[src/rtl/pipe_collision_scorer_if.sv]
`default_nettype none
// ============================================================================
// Module      : pipe_collision_scorer_if
// Description : Bundle of the game-control, bird/pipe geometry and
//               score/state signals exchanged with pipe_collision_scorer.
//               slave  - seen by the scorer (geometry in, state/score out)
//               master - seen by the driver  (geometry out, state/score in)
//   Start, Ack, Frame_Tick          : game control and per-frame strobe
//   Bird_X, Bird_Y                  : signed bird top-left corner
//   Pipe_Valid, Pipe_X_Left/Right,
//   Gap_Top, Gap_Bottom             : packed per-pipe geometry
//   Q_Initial, Q_Check, Q_Lose      : one-hot game state
//   Score, High_Score, Hit_Index,
//   Pass_Pulse                      : scoring results
// Revision    : 1.0 - initial release
// ============================================================================
interface pipe_collision_scorer_if #(
    parameter int NUM_PIPES = 4,
    parameter int COORD_W   = 10,
    parameter int SCORE_W   = 8
);
    logic                           Start;
    logic                           Ack;
    logic                           Frame_Tick;
    logic [COORD_W-1:0]             Bird_X;
    logic [COORD_W-1:0]             Bird_Y;
    logic [NUM_PIPES-1:0]           Pipe_Valid;
    logic [NUM_PIPES*COORD_W-1:0]   Pipe_X_Left;
    logic [NUM_PIPES*COORD_W-1:0]   Pipe_X_Right;
    logic [NUM_PIPES*COORD_W-1:0]   Gap_Top;
    logic [NUM_PIPES*COORD_W-1:0]   Gap_Bottom;
    logic                           Q_Initial;
    logic                           Q_Check;
    logic                           Q_Lose;
    logic [SCORE_W-1:0]             Score;
    logic [SCORE_W-1:0]             High_Score;
    logic [3:0]                     Hit_Index;
    logic                           Pass_Pulse;

    modport slave (
        input  Start, Ack, Frame_Tick, Bird_X, Bird_Y, Pipe_Valid,
               Pipe_X_Left, Pipe_X_Right, Gap_Top, Gap_Bottom,
        output Q_Initial, Q_Check, Q_Lose, Score, High_Score, Hit_Index,
               Pass_Pulse
    );

    modport master (
        output Start, Ack, Frame_Tick, Bird_X, Bird_Y, Pipe_Valid,
               Pipe_X_Left, Pipe_X_Right, Gap_Top, Gap_Bottom,
        input  Q_Initial, Q_Check, Q_Lose, Score, High_Score, Hit_Index,
               Pass_Pulse
    );
endinterface
`default_nettype wire

[src/rtl/pipe_collision_scorer.sv]
`default_nettype none
// ============================================================================
// Module      : pipe_collision_scorer
// Description : Flappy-VGA game state and collision block. Once per frame
//               (Frame_Tick) the bird hitbox is checked against NUM_PIPES
//               pipes plus floor/ceiling; passed pipes add to a saturating
//               score. Drives the one-hot Initial/Check/Lose state.
// Ports       : Clk   - system clock
//               reset - asynchronous active-high reset
//               bus   - pipe_collision_scorer_if.slave (controls, geometry,
//                       state flags, Score, High_Score, Hit_Index,
//                       Pass_Pulse)
// Revision    : 1.0 - initial release
// ============================================================================
module pipe_collision_scorer #(
    parameter int NUM_PIPES = 4,
    parameter int COORD_W   = 10,
    parameter int BIRD_W    = 16,
    parameter int BIRD_H    = 12,
    parameter int SCORE_W   = 8,
    parameter int FLOOR_Y   = 464,
    parameter int CEIL_Y    = 0
) (
    input  wire logic               Clk,
    input  wire logic               reset,
    pipe_collision_scorer_if.slave  bus
);
    // Two guard bits keep bird edges that go off-screen (negative, or past
    // the coordinate range after adding the hitbox size) comparable.
    localparam int c_CMP_W = COORD_W + 2;
    localparam int c_CNT_W = 4;
    localparam int c_SUM_W = SCORE_W + c_CNT_W;

    localparam logic signed [c_CMP_W-1:0] c_BIRD_W  = c_CMP_W'(BIRD_W);
    localparam logic signed [c_CMP_W-1:0] c_BIRD_H  = c_CMP_W'(BIRD_H);
    localparam logic signed [c_CMP_W-1:0] c_FLOOR_Y = c_CMP_W'(FLOOR_Y);
    localparam logic signed [c_CMP_W-1:0] c_CEIL_Y  = c_CMP_W'(CEIL_Y);
    localparam logic [SCORE_W-1:0]        c_SCORE_MAX = {SCORE_W{1'b1}};

    typedef enum logic [2:0] {
        S_INITIAL = 3'b001,
        S_CHECK   = 3'b010,
        S_LOSE    = 3'b100
    } state_t;

    state_t                     r_state;
    state_t                     w_state_next;

    logic [SCORE_W-1:0]         r_score;
    logic [SCORE_W-1:0]         r_high;
    logic [3:0]                 r_hit_idx;
    logic                       r_pass_pulse;
    logic [NUM_PIPES-1:0]       r_passed;

    logic signed [c_CMP_W-1:0]  w_bx0, w_bx1, w_by0, w_by1;
    logic [NUM_PIPES-1:0]       w_hit;
    logic [NUM_PIPES-1:0]       w_pass;
    logic [NUM_PIPES-1:0]       w_clear;
    logic                       w_bound_hit;
    logic                       w_hit_any;
    logic [3:0]                 w_hit_idx;
    logic [c_CNT_W-1:0]         w_pass_cnt;
    logic [c_SUM_W-1:0]         w_score_sum;
    logic [SCORE_W-1:0]         w_score_sat;
    logic                       w_start_evt;
    logic                       w_eval;
    logic                       w_lose_evt;
    logic                       w_score_evt;

    // ------------------------------------------------------------------
    // Bird hitbox edges (sign-extended)
    // ------------------------------------------------------------------
    assign w_bx0 = {{2{bus.Bird_X[COORD_W-1]}}, bus.Bird_X};
    assign w_by0 = {{2{bus.Bird_Y[COORD_W-1]}}, bus.Bird_Y};
    assign w_bx1 = w_bx0 + c_BIRD_W;
    assign w_by1 = w_by0 + c_BIRD_H;

    // ------------------------------------------------------------------
    // Per-pipe collision, pass and respawn detection
    // ------------------------------------------------------------------
    for (genvar gi = 0; gi < NUM_PIPES; gi++) begin : g_pipe
        logic signed [c_CMP_W-1:0] w_left, w_right, w_gap_top, w_gap_bot;

        assign w_left    = {2'b00, bus.Pipe_X_Left [gi*COORD_W +: COORD_W]};
        assign w_right   = {2'b00, bus.Pipe_X_Right[gi*COORD_W +: COORD_W]};
        assign w_gap_top = {2'b00, bus.Gap_Top     [gi*COORD_W +: COORD_W]};
        assign w_gap_bot = {2'b00, bus.Gap_Bottom  [gi*COORD_W +: COORD_W]};

        // Strict compares: touching an edge is not a collision.
        assign w_hit[gi]   = bus.Pipe_Valid[gi] &&
                             (w_bx1 > w_left) && (w_bx0 < w_right) &&
                             ((w_by0 < w_gap_top) || (w_by1 > w_gap_bot));
        assign w_pass[gi]  = bus.Pipe_Valid[gi] && !r_passed[gi] &&
                             (w_bx0 >= w_right);
        // A pipe back ahead of the bird (or disabled) is a new pipe.
        assign w_clear[gi] = !bus.Pipe_Valid[gi] || (w_left > w_bx1);
    end

    assign w_bound_hit = (w_by1 > c_FLOOR_Y) || (w_by0 < c_CEIL_Y);
    assign w_hit_any   = (|w_hit) || w_bound_hit;

    // Lowest hit pipe wins; 15 flags a floor/ceiling loss.
    always_comb begin
        w_hit_idx  = 4'd15;
        w_pass_cnt = '0;
        for (int i = NUM_PIPES - 1; i >= 0; i--) begin
            if (w_hit[i]) begin
                w_hit_idx = 4'(i);
            end
        end
        for (int i = 0; i < NUM_PIPES; i++) begin
            w_pass_cnt = w_pass_cnt + {{(c_CNT_W-1){1'b0}}, w_pass[i]};
        end
    end

    assign w_score_sum = c_SUM_W'(r_score) + c_SUM_W'(w_pass_cnt);
    assign w_score_sat = (w_score_sum > c_SUM_W'(c_SCORE_MAX)) ?
                         c_SCORE_MAX : w_score_sum[SCORE_W-1:0];

    assign w_start_evt = (r_state == S_INITIAL) && bus.Start;
    assign w_eval      = (r_state == S_CHECK) && bus.Frame_Tick;
    // A collision suppresses any scoring on the same frame.
    assign w_lose_evt  = w_eval && w_hit_any;
    assign w_score_evt = w_eval && !w_hit_any;

    // ------------------------------------------------------------------
    // Game state machine
    // ------------------------------------------------------------------
    always_ff @(posedge Clk or posedge reset) begin
        if (reset) begin
            r_state <= S_INITIAL;
        end else begin
            r_state <= w_state_next;
        end
    end

    always_comb begin
        w_state_next = S_INITIAL;
        case (r_state)
            S_INITIAL: w_state_next = bus.Start  ? S_CHECK   : S_INITIAL;
            S_CHECK:   w_state_next = w_lose_evt ? S_LOSE    : S_CHECK;
            S_LOSE:    w_state_next = bus.Ack    ? S_INITIAL : S_LOSE;
            default:   w_state_next = S_INITIAL;
        endcase
    end

    // ------------------------------------------------------------------
    // Score, high score, hit source and passed flags
    // ------------------------------------------------------------------
    always_ff @(posedge Clk or posedge reset) begin
        if (reset) begin
            r_score      <= '0;
            r_high       <= '0;
            r_hit_idx    <= 4'd0;
            r_pass_pulse <= 1'b0;
            r_passed     <= '0;
        end else begin
            r_pass_pulse <= w_score_evt && (w_pass_cnt != '0);

            if (w_start_evt) begin
                r_score <= '0;
            end else if (w_score_evt) begin
                r_score <= w_score_sat;
            end

            if (w_lose_evt) begin
                r_hit_idx <= w_hit_idx;
                if (r_score > r_high) begin
                    r_high <= r_score;
                end
            end

            // Clear has priority over set.
            if (w_start_evt) begin
                r_passed <= '0;
            end else begin
                r_passed <= (r_passed | (w_pass & {NUM_PIPES{w_score_evt}}))
                            & ~w_clear;
            end
        end
    end

    assign bus.Q_Initial  = r_state[0];
    assign bus.Q_Check    = r_state[1];
    assign bus.Q_Lose     = r_state[2];
    assign bus.Score      = r_score;
    assign bus.High_Score = r_high;
    assign bus.Hit_Index  = r_hit_idx;
    assign bus.Pass_Pulse = r_pass_pulse;

endmodule
`default_nettype wire

[src/flat_wrapper.sv]
// flat-port wrapper written by rule: the top's interface ports become plain ports
module pipe_collision_scorer_flat 
#(
    parameter int NUM_PIPES = 4,
    parameter int COORD_W   = 10,
    parameter int BIRD_W    = 16,
    parameter int BIRD_H    = 12,
    parameter int SCORE_W   = 8,
    parameter int FLOOR_Y   = 464,
    parameter int CEIL_Y    = 0
)
  (Clk, reset, bus_Start, bus_Ack, bus_Frame_Tick, bus_Bird_X, bus_Bird_Y, bus_Pipe_Valid, bus_Pipe_X_Left, bus_Pipe_X_Right, bus_Gap_Top, bus_Gap_Bottom, bus_Q_Initial, bus_Q_Check, bus_Q_Lose, bus_Score, bus_High_Score, bus_Hit_Index, bus_Pass_Pulse);
  pipe_collision_scorer_if #(.NUM_PIPES(NUM_PIPES), .COORD_W(COORD_W), .SCORE_W(SCORE_W)) bus_i ();
  input  wire logic Clk;
  input  wire logic reset;
  input wire logic [$bits(bus_i.Start)-1:0] bus_Start;
  input wire logic [$bits(bus_i.Ack)-1:0] bus_Ack;
  input wire logic [$bits(bus_i.Frame_Tick)-1:0] bus_Frame_Tick;
  input wire logic [$bits(bus_i.Bird_X)-1:0] bus_Bird_X;
  input wire logic [$bits(bus_i.Bird_Y)-1:0] bus_Bird_Y;
  input wire logic [$bits(bus_i.Pipe_Valid)-1:0] bus_Pipe_Valid;
  input wire logic [$bits(bus_i.Pipe_X_Left)-1:0] bus_Pipe_X_Left;
  input wire logic [$bits(bus_i.Pipe_X_Right)-1:0] bus_Pipe_X_Right;
  input wire logic [$bits(bus_i.Gap_Top)-1:0] bus_Gap_Top;
  input wire logic [$bits(bus_i.Gap_Bottom)-1:0] bus_Gap_Bottom;
  output wire logic [$bits(bus_i.Q_Initial)-1:0] bus_Q_Initial;
  output wire logic [$bits(bus_i.Q_Check)-1:0] bus_Q_Check;
  output wire logic [$bits(bus_i.Q_Lose)-1:0] bus_Q_Lose;
  output wire logic [$bits(bus_i.Score)-1:0] bus_Score;
  output wire logic [$bits(bus_i.High_Score)-1:0] bus_High_Score;
  output wire logic [$bits(bus_i.Hit_Index)-1:0] bus_Hit_Index;
  output wire logic [$bits(bus_i.Pass_Pulse)-1:0] bus_Pass_Pulse;
  assign bus_i.Start = bus_Start;
  assign bus_i.Ack = bus_Ack;
  assign bus_i.Frame_Tick = bus_Frame_Tick;
  assign bus_i.Bird_X = bus_Bird_X;
  assign bus_i.Bird_Y = bus_Bird_Y;
  assign bus_i.Pipe_Valid = bus_Pipe_Valid;
  assign bus_i.Pipe_X_Left = bus_Pipe_X_Left;
  assign bus_i.Pipe_X_Right = bus_Pipe_X_Right;
  assign bus_i.Gap_Top = bus_Gap_Top;
  assign bus_i.Gap_Bottom = bus_Gap_Bottom;
  assign bus_Q_Initial = bus_i.Q_Initial;
  assign bus_Q_Check = bus_i.Q_Check;
  assign bus_Q_Lose = bus_i.Q_Lose;
  assign bus_Score = bus_i.Score;
  assign bus_High_Score = bus_i.High_Score;
  assign bus_Hit_Index = bus_i.Hit_Index;
  assign bus_Pass_Pulse = bus_i.Pass_Pulse;
  pipe_collision_scorer #(.NUM_PIPES(NUM_PIPES), .COORD_W(COORD_W), .BIRD_W(BIRD_W), .BIRD_H(BIRD_H), .SCORE_W(SCORE_W), .FLOOR_Y(FLOOR_Y), .CEIL_Y(CEIL_Y)) u_core (.Clk(Clk), .reset(reset), .bus(bus_i));
endmodule
[config.mk]
export PLATFORM = sky130hd
export DESIGN_NAME = pipe_collision_scorer_flat
export DESIGN_NICKNAME = d
export VERILOG_FILES = /design/src/rtl/pipe_collision_scorer_if.sv /design/src/rtl/pipe_collision_scorer.sv /design/src/flat_wrapper.sv
export SDC_FILE = /design/constraint.sdc
export NUM_CORES = 1
export LEC_CHECK = 0
export ABC_AREA = 1
export CAP_MARGIN = 15
export CORE_MARGIN = 2
export CORE_UTILIZATION = 50
export DETAILED_ROUTE_END_ITERATION = 7
export GPL_TIMING_DRIVEN = 0
export PLACE_DENSITY_LB_ADDON = 0.1
export SLEW_MARGIN = 15
export SYNTH_ARGS = -nofsm -noshare
export SYNTH_HDL_FRONTEND = slang
export SYNTH_SLANG_ARGS = --single-unit
[constraint.sdc]
create_clock -name Clk -period 7.3 [get_ports Clk]
set_clock_uncertainty 0.1 [all_clocks]
set_input_delay 1.825 -clock Clk [delete_from_list [all_inputs] [get_ports Clk]]
set_output_delay 1.825 -clock Clk [all_outputs]
set_load 0.02 [all_outputs]
==> metrics, run 1 <==
post-synthesis cell type count 40; H-tree depth 1; I/O Buffers 211; P&R area growth vs syn 38.1%; CTS clk-pin slew, worst paths 0.07 ns; CTS sink cnt 27; post-synthesis async set-or-reset flop share 1.00; antenna viol nets, final 0; Initial Utilization 0.507; Post-Syn Area 6310 sq um; post-synthesis area per instance 6.42 sq um; most common cell after layout, fill and taps aside inv_1; Crit. End Element flop; most used flip-flop cell after synthesis dfrtp_1; final worst slack 1.05 ns; Die Area 13500 sq um; all-layer global routing usage 0.250; most frequent cells in the layout inv_1 (258), nand2_1 (245), clkdlybuf4s50_1 (211), ha_1 (172), a21oi_1 (67); outcome finished, final reports clean; CTS resizes 0; worst skew pair latency 0.26 ns; vias in the first global route 6348; first-pass GRT wire length 27600 um; clk buf depth 2; Max VDD drop 69.7 uV; RSZ-0062 raised after global routing no; dominant cells by area after synthesis ha_1 (34%), inv_1 (15%), nand2_1 (15%); drt total wl 16500 um; worst reg2reg path startpoint u_core.r_passed[1]; hold_sp u_core.bus.Hit_Index[1]; PD cells 94.3 nW/um^2; Setup WS pre-CTS 0.803 ns; Final Max Tran Viols 0; top cell type's share of synthesized area 0.341; Pre-Repair DR Iteration Count 5; WS Path Type in -> reg; setup_tns 0 ns; Least-Margin Pin Slew 1.02 ns; Post-synth EDFFs 0; fraction of layout cells with a size suffix above 1 0.0217; P_int 488 uW; HP Class reg -> reg; combinational share of power 0.627; Critical Path AT 6.35 ns; post-route DRC violation count 0; vias post-DR 6567; Switching Power 334 uW; crit-path max FO 13; Slew Limit Headroom 0.318; final worst-path cycle share 0.856; CTS tree yes; number of synthesized register bits 27; Final Critical Period 6.25 ns; grt ovf 0; initial antenna violation count 0; Mapped Cells 984; fillers 1158; drt via density 4.79; Die Span Y 116 um; critical path launch point type input pin; area leader, netlist ha_1; floorplan row count 41; maximum clock frequency 160 MHz; Yosys warnings 0; P_leak 5.08 nW; clock power share 0.154; Initial DRC Count 198; Core ar. 12500 sq um; drt wl/cell 12.0 um; Num CTS Buffers 3; sw frac 0.406; Hold Buf Count CTS 0; largest net degree at the start of global routing 28; Seq/Total Area, Yosys 0.107; Post-CTS Setup Inserts 0; Post-Syn Nets 1347; die width 116 um; Seq pwr share 0.219; Worst EP required 7.40 ns; I/O pin cnt 213; CTS Root Cell clkbuf_16; origin of the worst setup path bus_Bird_X[9]; routability cong. 0.903; Nets 1563; number of diodes 0; Max Cap Viol 0; Final setup viols 0; post-DP HPWL 14400 um; final hold vios 0
==> critical path, cell delays in order <==
cell             delay (ns)
clkdlybuf4s50_1        0.64
buf_6                  0.21
inv_4                  0.09
ha_1                   0.28
or4_1                  0.51
o21ai_0                0.17
and2_1                 0.20
inv_1                  0.05
nor2_1                 0.10
ha_1                   0.25
fa_1                   0.38
ha_1                   0.35
fa_1                   0.20
nand2_1                0.07
a21oi_1                0.25
nand3_1                0.17
nor2_1                 0.17
nand2_1                0.18
nand3_1                0.13
nand2_1                0.06
nand2_1                0.06
==> through the flow <==
| step | utilization | power, mW | area [sq um] | instances | hold WS (ns) |
|---|---|---|---|---|---|
| 5_1_grt | 0.700 | 0.909 | 8720 | 1371 | 0.441 |
| 4_1_cts | 0.700 | 0.826 | 8720 | 1371 | 0.395 |
| 3_5_place_dp | 0.693 | 0.698 | 8640 | 1367 | 0.378 |
| 2_1_floorplan | - | 0.477 | 6310 | 984 | 0.391 |
| 6_report | 0.700 | 0.822 | 8720 | 1371 | 0.393 |
| 3_3_place_gp | 0.693 | 0.685 | 8640 | 1367 | 0.365 |
==> per-layer routing <==
layer  GRT usage  vias up  part of all wire
li1            -     3534                 -
met1       0.305     2837              0.45
met2       0.463      169              0.47
met3      0.0358       27             0.056
met4      0.0563        0             0.022
met5           0        -                 0
==> power groups by stage <==
stage                     registers (mW)  clock network (mW)  logic, mW
final                              0.180               0.126      0.516
after global routing               0.182               0.135      0.592
after CTS                          0.180               0.127      0.518
after detailed placement           0.183                   0      0.515
after global placement             0.182                   0      0.503
after floorplan                    0.200                   0      0.277
==> cell families (layout without fill, tap and decap cells) <==
| group | Yosys count | count (layout) | synth area share |
|---|---|---|---|
| and+or+nand+nor | 408 | 408 | 0.286 |
| buffers and inverters | 266 | 481 | 0.161 |
| adders and majority gates | 174 | 174 | 0.347 |
| AOI/OAI and AO/OA | 98 | 98 | 0.0832 |
| DFF | 27 | 27 | 0.107 |
| xor gates and xnor gates | 11 | 11 | 0.0153 |
==> sequential cells by signal, summed over array words and instances, names as in the netlist <==
register               cells
u_core.r_passed            4
u_core.r_state             3
u_core.bus.High_Score      8
u_core.bus.Hit_Index       3
u_core.bus.Pass_Pulse      1
u_core.bus.Score           8
==> cell type report <==
class	count	area [sq um]	share of cell area
Buffer	5	30.0	0.00344
Multi-Input combinational cell	691	4620	0.530
Timing Repair Buffer	211	2110	0.242
Clock buffer	4	78.8	0.00904
Sequential cell	27	677	0.0776
Inverter	261	987	0.113
Tap cell	172	215	0.0247
==> cells in the mapped netlist (2+ instances only) <==
cell type / number
nand2_2: 3
nand3_1: 48
nand3_4: 2
xnor2_1: 3
a21o_1: 4
clkbuf_1: 3
o21ai_0: 17
a21oi_1: 67
dfrtp_1: 26
nor3_1: 10
nor2_4: 4
inv_1: 258
xor2_1: 8
o21a_1: 4
nor4_1: 3
fa_1: 2
nor2_2: 3
nand4_1: 24
nand2_4: 3
ha_1: 172
nand3b_1: 4
nand2_1: 245
nor2_1: 54
==> path summary, 6_finish.rpt <==
path	end	slack, ns	cells past startpoint
max	u_core.bus.Score[5]	1.05	21
min	u_core.bus.Hit_Index[1]	0.39	2
max reg2reg	u_core.bus.Score[5]	4.19	13
min reg2reg	u_core.bus.Hit_Index[1]	0.39	2
max in group asynchronous	u_core.bus.High_Score[2]	4.47	2
min in group asynchronous	u_core.r_state[2]	2.01	2
Note: power is estimated with default switching activity, not from simulation.
==> run 2, diff against run 1 <==
- CORE_UTILIZATION: 50 -> 48
- clock period: 7.3 -> 5.9 ns (I/O delays scaled with it)
==> metrics, run 2 (synthesis gave the netlist of run 1 again) <==
Max Cap Viol 0 (unchanged); Final setup viols 0 (unchanged); final worst slack 0.287 ns (-0.764 ns); drt wl/cell 12.2 um (+1.3%); PD cells 116 nW/um^2 (+23%); post-route DRC violation count 0 (unchanged); fraction of layout cells with a size suffix above 1 0.0234 (+0.00167); floorplan row count 41 (unchanged); final hold vios 0 (unchanged); Initial Utilization 0.496 (-0.0102); clk buf depth 2 (unchanged); I/O Buffers 211 (unchanged); Die Span Y 119 um (+2.0%); vias post-DR 6523 (-0.67%); I/O pin cnt 213 (unchanged); post-DP HPWL 14600 um (+1.3%); Slew Limit Headroom 0.339 (+0.0212); fillers 1185 (+2.3%); Max VDD drop 95.7 uV (+37%); most frequent cells in the layout inv_1 (257), nand2_1 (245), clkdlybuf4s50_1 (202), ha_1 (172), a21oi_1 (66); CTS sink cnt 27 (unchanged); CTS tree yes; routability cong. 0.846 (-6.4%); CTS Root Cell clkbuf_16; Final Max Tran Viols 0 (unchanged); antenna viol nets, final 0 (unchanged); WHS Path Cells 2 (unchanged); Num CTS Buffers 3 (unchanged); final worst-path cycle share 0.951; worst r2r path cells 15 (+2); Setup WS pre-CTS -0.283 ns (-1.09 ns); Final Critical Period 5.61 ns; most common cell after layout, fill and taps aside inv_1; Die Area 14100 sq um (+4.0%); vias in the first global route 6368 (+0.32%); placed cell count 1367 (unchanged); grt ovf 0 (unchanged); maximum clock frequency 178 MHz; P_leak 5.15 nW (+1.4%); Critical Path AT 5.67 ns (-0.68 ns); all-layer global routing usage 0.242 (-0.00792); HP Class reg -> reg; Core ar. 12700 sq um (+2.1%); Pre-Repair DR Iteration Count 4 (-1); die width 119 um (+2.0%); largest net degree at the start of global routing 28 (unchanged); first-pass GRT wire length 28600 um (+3.7%); P&R area growth vs syn 38.5%; H-tree depth 1 (unchanged); CTS clk-pin slew, worst paths 0.07 ns (about the same); Crit. End Element flop; Worst EP required 5.95 ns (-1.45 ns); Least-Margin Pin Slew 0.985 ns (-0.0368 ns); Post-Route Utilization 0.688 (-0.0120); Initial DRC Count 288 (+45%); Nets 1563 (unchanged); drt via density 4.75 (-0.74%); non-filler instance count after layout 1372 (+0.073%); initial antenna violation count 1 (+1); drt total wl 16700 um (+1.3%); crit-path max FO 7 (-6); critical path launch point type input pin; Hold WS 0.384 ns (-0.00916 ns); outcome finished, final reports clean; RSZ-0062 raised after global routing no; worst skew pair latency 0.26 ns (about the same); WS Path Type in -> reg
run 2: metal layers:
| metal | wire length [um] | global-route usage |
|---|---|---|
| met1 | 7620 | 0.310 |
| met2 | 7810 | 0.436 |
| met3 | 915 | 0.0251 |
| met4 | 336 | 0.0506 |
| met5 | 0 | 0 |
run 2: layout make-up:
type / instances / area [sq um] / area share
Timing Repair Buffer: 211 / 2130 / 0.244
Clock inverter: 1 / 5.00 / 0.000572
Antenna cell: 1 / 2.50 / 0.000286
Buffer: 5 / 30.0 / 0.00343
Multi-Input combinational cell: 691 / 4620 / 0.529
Clock buffer: 3 / 75.1 / 0.00858
Inverter: 261 / 987 / 0.113
Sequential cell: 27 / 677 / 0.0774
Tap cell: 172 / 215 / 0.0246
run 2: repair_timing:
action | 4_1_cts | 5_1_grt
resized for setup | 1 | 9
gates cloned | 0 | 0
pin swaps | 0 | 0
endpoints found under the setup margin | 1 | 8
setup buffers | 0 | 0
hold buffers | 0 | 0
run 2: report_power, final:
| part | switching (mW) | internal (mW) | total [mW] | leakage (nW) |
|---|---|---|---|---|
| clock network | 0.0651 | 0.0916 | 0.157 | 0.0409 |
| logic | 0.333 | 0.304 | 0.636 | 4.74 |
| registers | 0.0149 | 0.207 | 0.222 | 0.368 |
run 2: metrics by stage:
step           power (mW)  TNS [ns]  instance area [sq um]
5_1_grt              1.12         0                   8750
3_3_place_gp        0.848     -1.35                   8640
6_report             1.02         0                   8750
3_5_place_dp        0.864     -1.69                   8640
4_1_cts              1.02         0                   8720
2_1_floorplan       0.590         0                   6310
run 2: path summary, 6_finish.rpt:
check	end	startpoint	slack, ns
hold reg to reg	u_core.bus.Hit_Index[0]	u_core.bus.Hit_Index[0]	0.38
min in group asynchronous	u_core.bus.Hit_Index[1]	reset	1.53
hold / removal	u_core.bus.Hit_Index[0]	u_core.bus.Hit_Index[0]	0.38
setup reg to reg	u_core.bus.Score[7]	u_core.r_passed[1]	2.76
max in group asynchronous	u_core.bus.High_Score[4]	reset	3.71
setup / recovery	u_core.bus.Score[7]	bus_Bird_X[0]	0.29
run 2: worst max-delay path: stages:
cell and delay (ns):
clkdlybuf4s50_1 0.49, inv_1 0.17, ha_1 0.34, nand4_1 0.07
or4_1 0.39, o21ai_0 0.20, and2_1 0.18, inv_1 0.04
nor2_1 0.09, ha_1 0.25, fa_1 0.37, ha_1 0.34
ha_1 0.29, nand3_1 0.07, nand3_1 0.11, nand2_1 0.07
nor2_1 0.13, inv_1 0.07, nor3_1 0.20, nand3_1 0.10
o21a_1 0.11, nand2_1 0.06, nand2_1 0.05
==> run 3, diff against run 2 <==
- CORE_MARGIN: 2 -> 10
- GPL_TIMING_DRIVEN: 0 -> unset
==> metrics, run 3 (synthesis gave the netlist of run 1 again) <==
combinational share of power 0.627 (about the same); Seq pwr share 0.220 (about the same); Worst EP required 5.95 ns (about the same); clk buf depth 2 (unchanged); clock power share 0.153 (about the same); first-pass GRT wire length 30700 um (+7.4%); Final Critical Period 5.51 ns (-0.101 ns); die width 135 um (+13%); WHS Path Cells 2 (unchanged); fraction of layout cells with a size suffix above 1 0.0315 (+0.00810); outcome finished, final reports clean; Nets 1572 (+0.58%); Slew Limit Headroom 0.389 (+0.0502); maximum clock frequency 181 MHz (+1.8%); drt wl/cell 13.3 um (+9.3%); Pre-Repair DR Iteration Count 4 (unchanged); WS Path Type in -> reg; final worst-path cycle share 0.934 (-0.0171); PD cells 115 nW/um^2 (-0.84%); hold_sp u_core.bus.Hit_Index[0]; Die Span Y 135 um (+13%); crit-path max FO 4 (-3); I/O pin cnt 213 (unchanged); vias in the first global route 6565 (+3.1%); Final setup viols 0 (unchanged); HP Class reg -> reg; Post-CTS Setup Inserts 0 (unchanged); P_int 605 uW (+0.43%); floorplan row count 41 (unchanged); drt total wl 18300 um (+9.9%); P_leak 5.14 nW (-0.22%); worst skew pair latency 0.26 ns (about the same); Core ar. 12800 sq um (+0.40%); post-DP HPWL 16500 um (+13%); most common cell after layout, fill and taps aside inv_1; CTS clk-pin slew, worst paths 0.07 ns (about the same); drt via density 4.69 (-1.4%); CTS Root Cell clkbuf_16; CTS sink cnt 27 (unchanged); number of diodes 0 (-1); largest net degree at the start of global routing 28 (unchanged); Max Cap Viol 0 (unchanged); Least-Margin Pin Slew 0.912 ns (-0.0735 ns); worst reg2reg path startpoint u_core.r_passed[1]; Die Area 18100 sq um (+29%); Critical Path AT 5.56 ns (-0.11 ns); Final Max Tran Viols 0 (unchanged); Max VDD drop 120 uV (+26%); r2r endpoint u_core.bus.Score[7]; I/O Buffers 212 (+0.47%); Num CTS Buffers 3 (unchanged); final hold vios 0 (unchanged); fillers 1183 (-0.17%); worst r2r path cells 15 (unchanged); all-layer global routing usage 0.202 (-0.0400); H-tree depth 1 (unchanged); initial antenna violation count 0 (-1); P&R area growth vs syn 39.7%; Power, Total 1.01 mW (about the same); antenna viol nets, final 0 (unchanged); Initial DRC Count 197 (-32%); routability cong. 0.930 (+10%); most frequent cells in the layout inv_1 (258), nand2_1 (245), clkdlybuf4s50_1 (212), ha_1 (172), a21oi_1 (67); CTS resizes 0 (-1); Worst Hold Path EP u_core.bus.Hit_Index[0]; vias post-DR 6472 (-0.78%); Initial Utilization 0.494 (-0.00199); internal reg-to-reg setup slack 2.85 ns (+0.09 ns); CTS tree yes; RSZ-0062 raised after global routing no; Crit. End Element flop; grt ovf 0 (unchanged); critical path launch point type input pin; Hold Buf Count CTS 0 (unchanged); post-route DRC violation count 0 (unchanged); Switching Power 410 uW (-0.67%); sw frac 0.404 (-0.00265); setup_tns 0 ns (unchanged)
-- run 3: changes by cell type in the layout (fill, tap and decap cells not counted), moves of 3 or more --
cell / previous run / this run
clkdlybuf4s50_1: 202 / 212
clkbuf_1: 3 / 0
buf_4: 1 / 12
dlymetal6s2s_1: 8 / 0
-- run 3: layout make-up --
class                   instances  area (sq um)  area share
multi-input cells             691          4620       0.524
clock inverters                 1          5.00    0.000567
flip-flops and latches         27           677      0.0767
repair buffers                225          2240       0.254
clock buffers                   3          75.1     0.00851
well taps                     172           215      0.0244
inverters                     261           987       0.112
-- run 3: critical path, cell delays in order --
cell	delay, ns
clkdlybuf4s50_1	0.51
ha_1	0.37
nand4_1	0.09
or4_1	0.41
o21ai_0	0.20
and2_1	0.18
inv_1	0.05
nor2_1	0.08
ha_1	0.24
fa_1	0.37
ha_1	0.34
ha_1	0.29
nand3_1	0.07
nand3_1	0.10
nand2_1	0.06
nor2_1	0.12
inv_1	0.08
nor3_1	0.20
nand3_1	0.10
o21a_1	0.11
nand2_1	0.05
nand2_1	0.05
-- run 3: power by group through the flow --
stage               clock network [mW]  registers (mW)  logic (mW)
floorplan                            0           0.247       0.342
global placement                     0           0.226       0.625
detailed placement                   0           0.227       0.635
CTS                              0.158           0.223       0.639
global route                     0.165           0.226       0.733
finish                           0.155           0.223       0.637
-- run 3: worst max path at each step --
stage | from | end | slack (ns) | cells after the start
after floorplan | bus_Bird_X[9] | u_core.bus.Score[7] | 0.83 | 22
after global placement | bus_Bird_X[6] | u_core.bus.Score[7] | 0.17 | 22
after detailed placement | bus_Bird_X[6] | u_core.bus.Score[7] | 0.08 | 22
after CTS | bus_Bird_X[6] | u_core.bus.Score[7] | 0.35 | 22
after global routing | bus_Bird_X[6] | u_core.bus.Score[7] | 0.009 | 22
final | bus_Bird_X[6] | u_core.bus.Score[7] | 0.39 | 22
-- run 3: per-layer routing --
layer  vias to the layer above  wire length [um]  GRT usage
met2                       143              8820      0.374
met4                         0               216     0.0242
met3                        16              1280     0.0490
li1                       3554                 -          -
met1                      2759              8020      0.233
met5                         -                 0          0
-- run 3: per-stage QoR --
stage / worst slack, ns / area, sq um / hold WS, ns / util / instances
after floorplan: 0.832 / 6310 / 0.391 / - / 984
after global placement: 0.168 / 8710 / 0.364 / 0.682 / 1375
after detailed placement: 0.0812 / 8710 / 0.380 / 0.682 / 1375
after CTS: 0.349 / 8790 / 0.397 / 0.688 / 1379
after global routing: 0.00946 / 8820 / 0.421 / 0.690 / 1380
final: 0.388 / 8820 / 0.400 / 0.690 / 1380
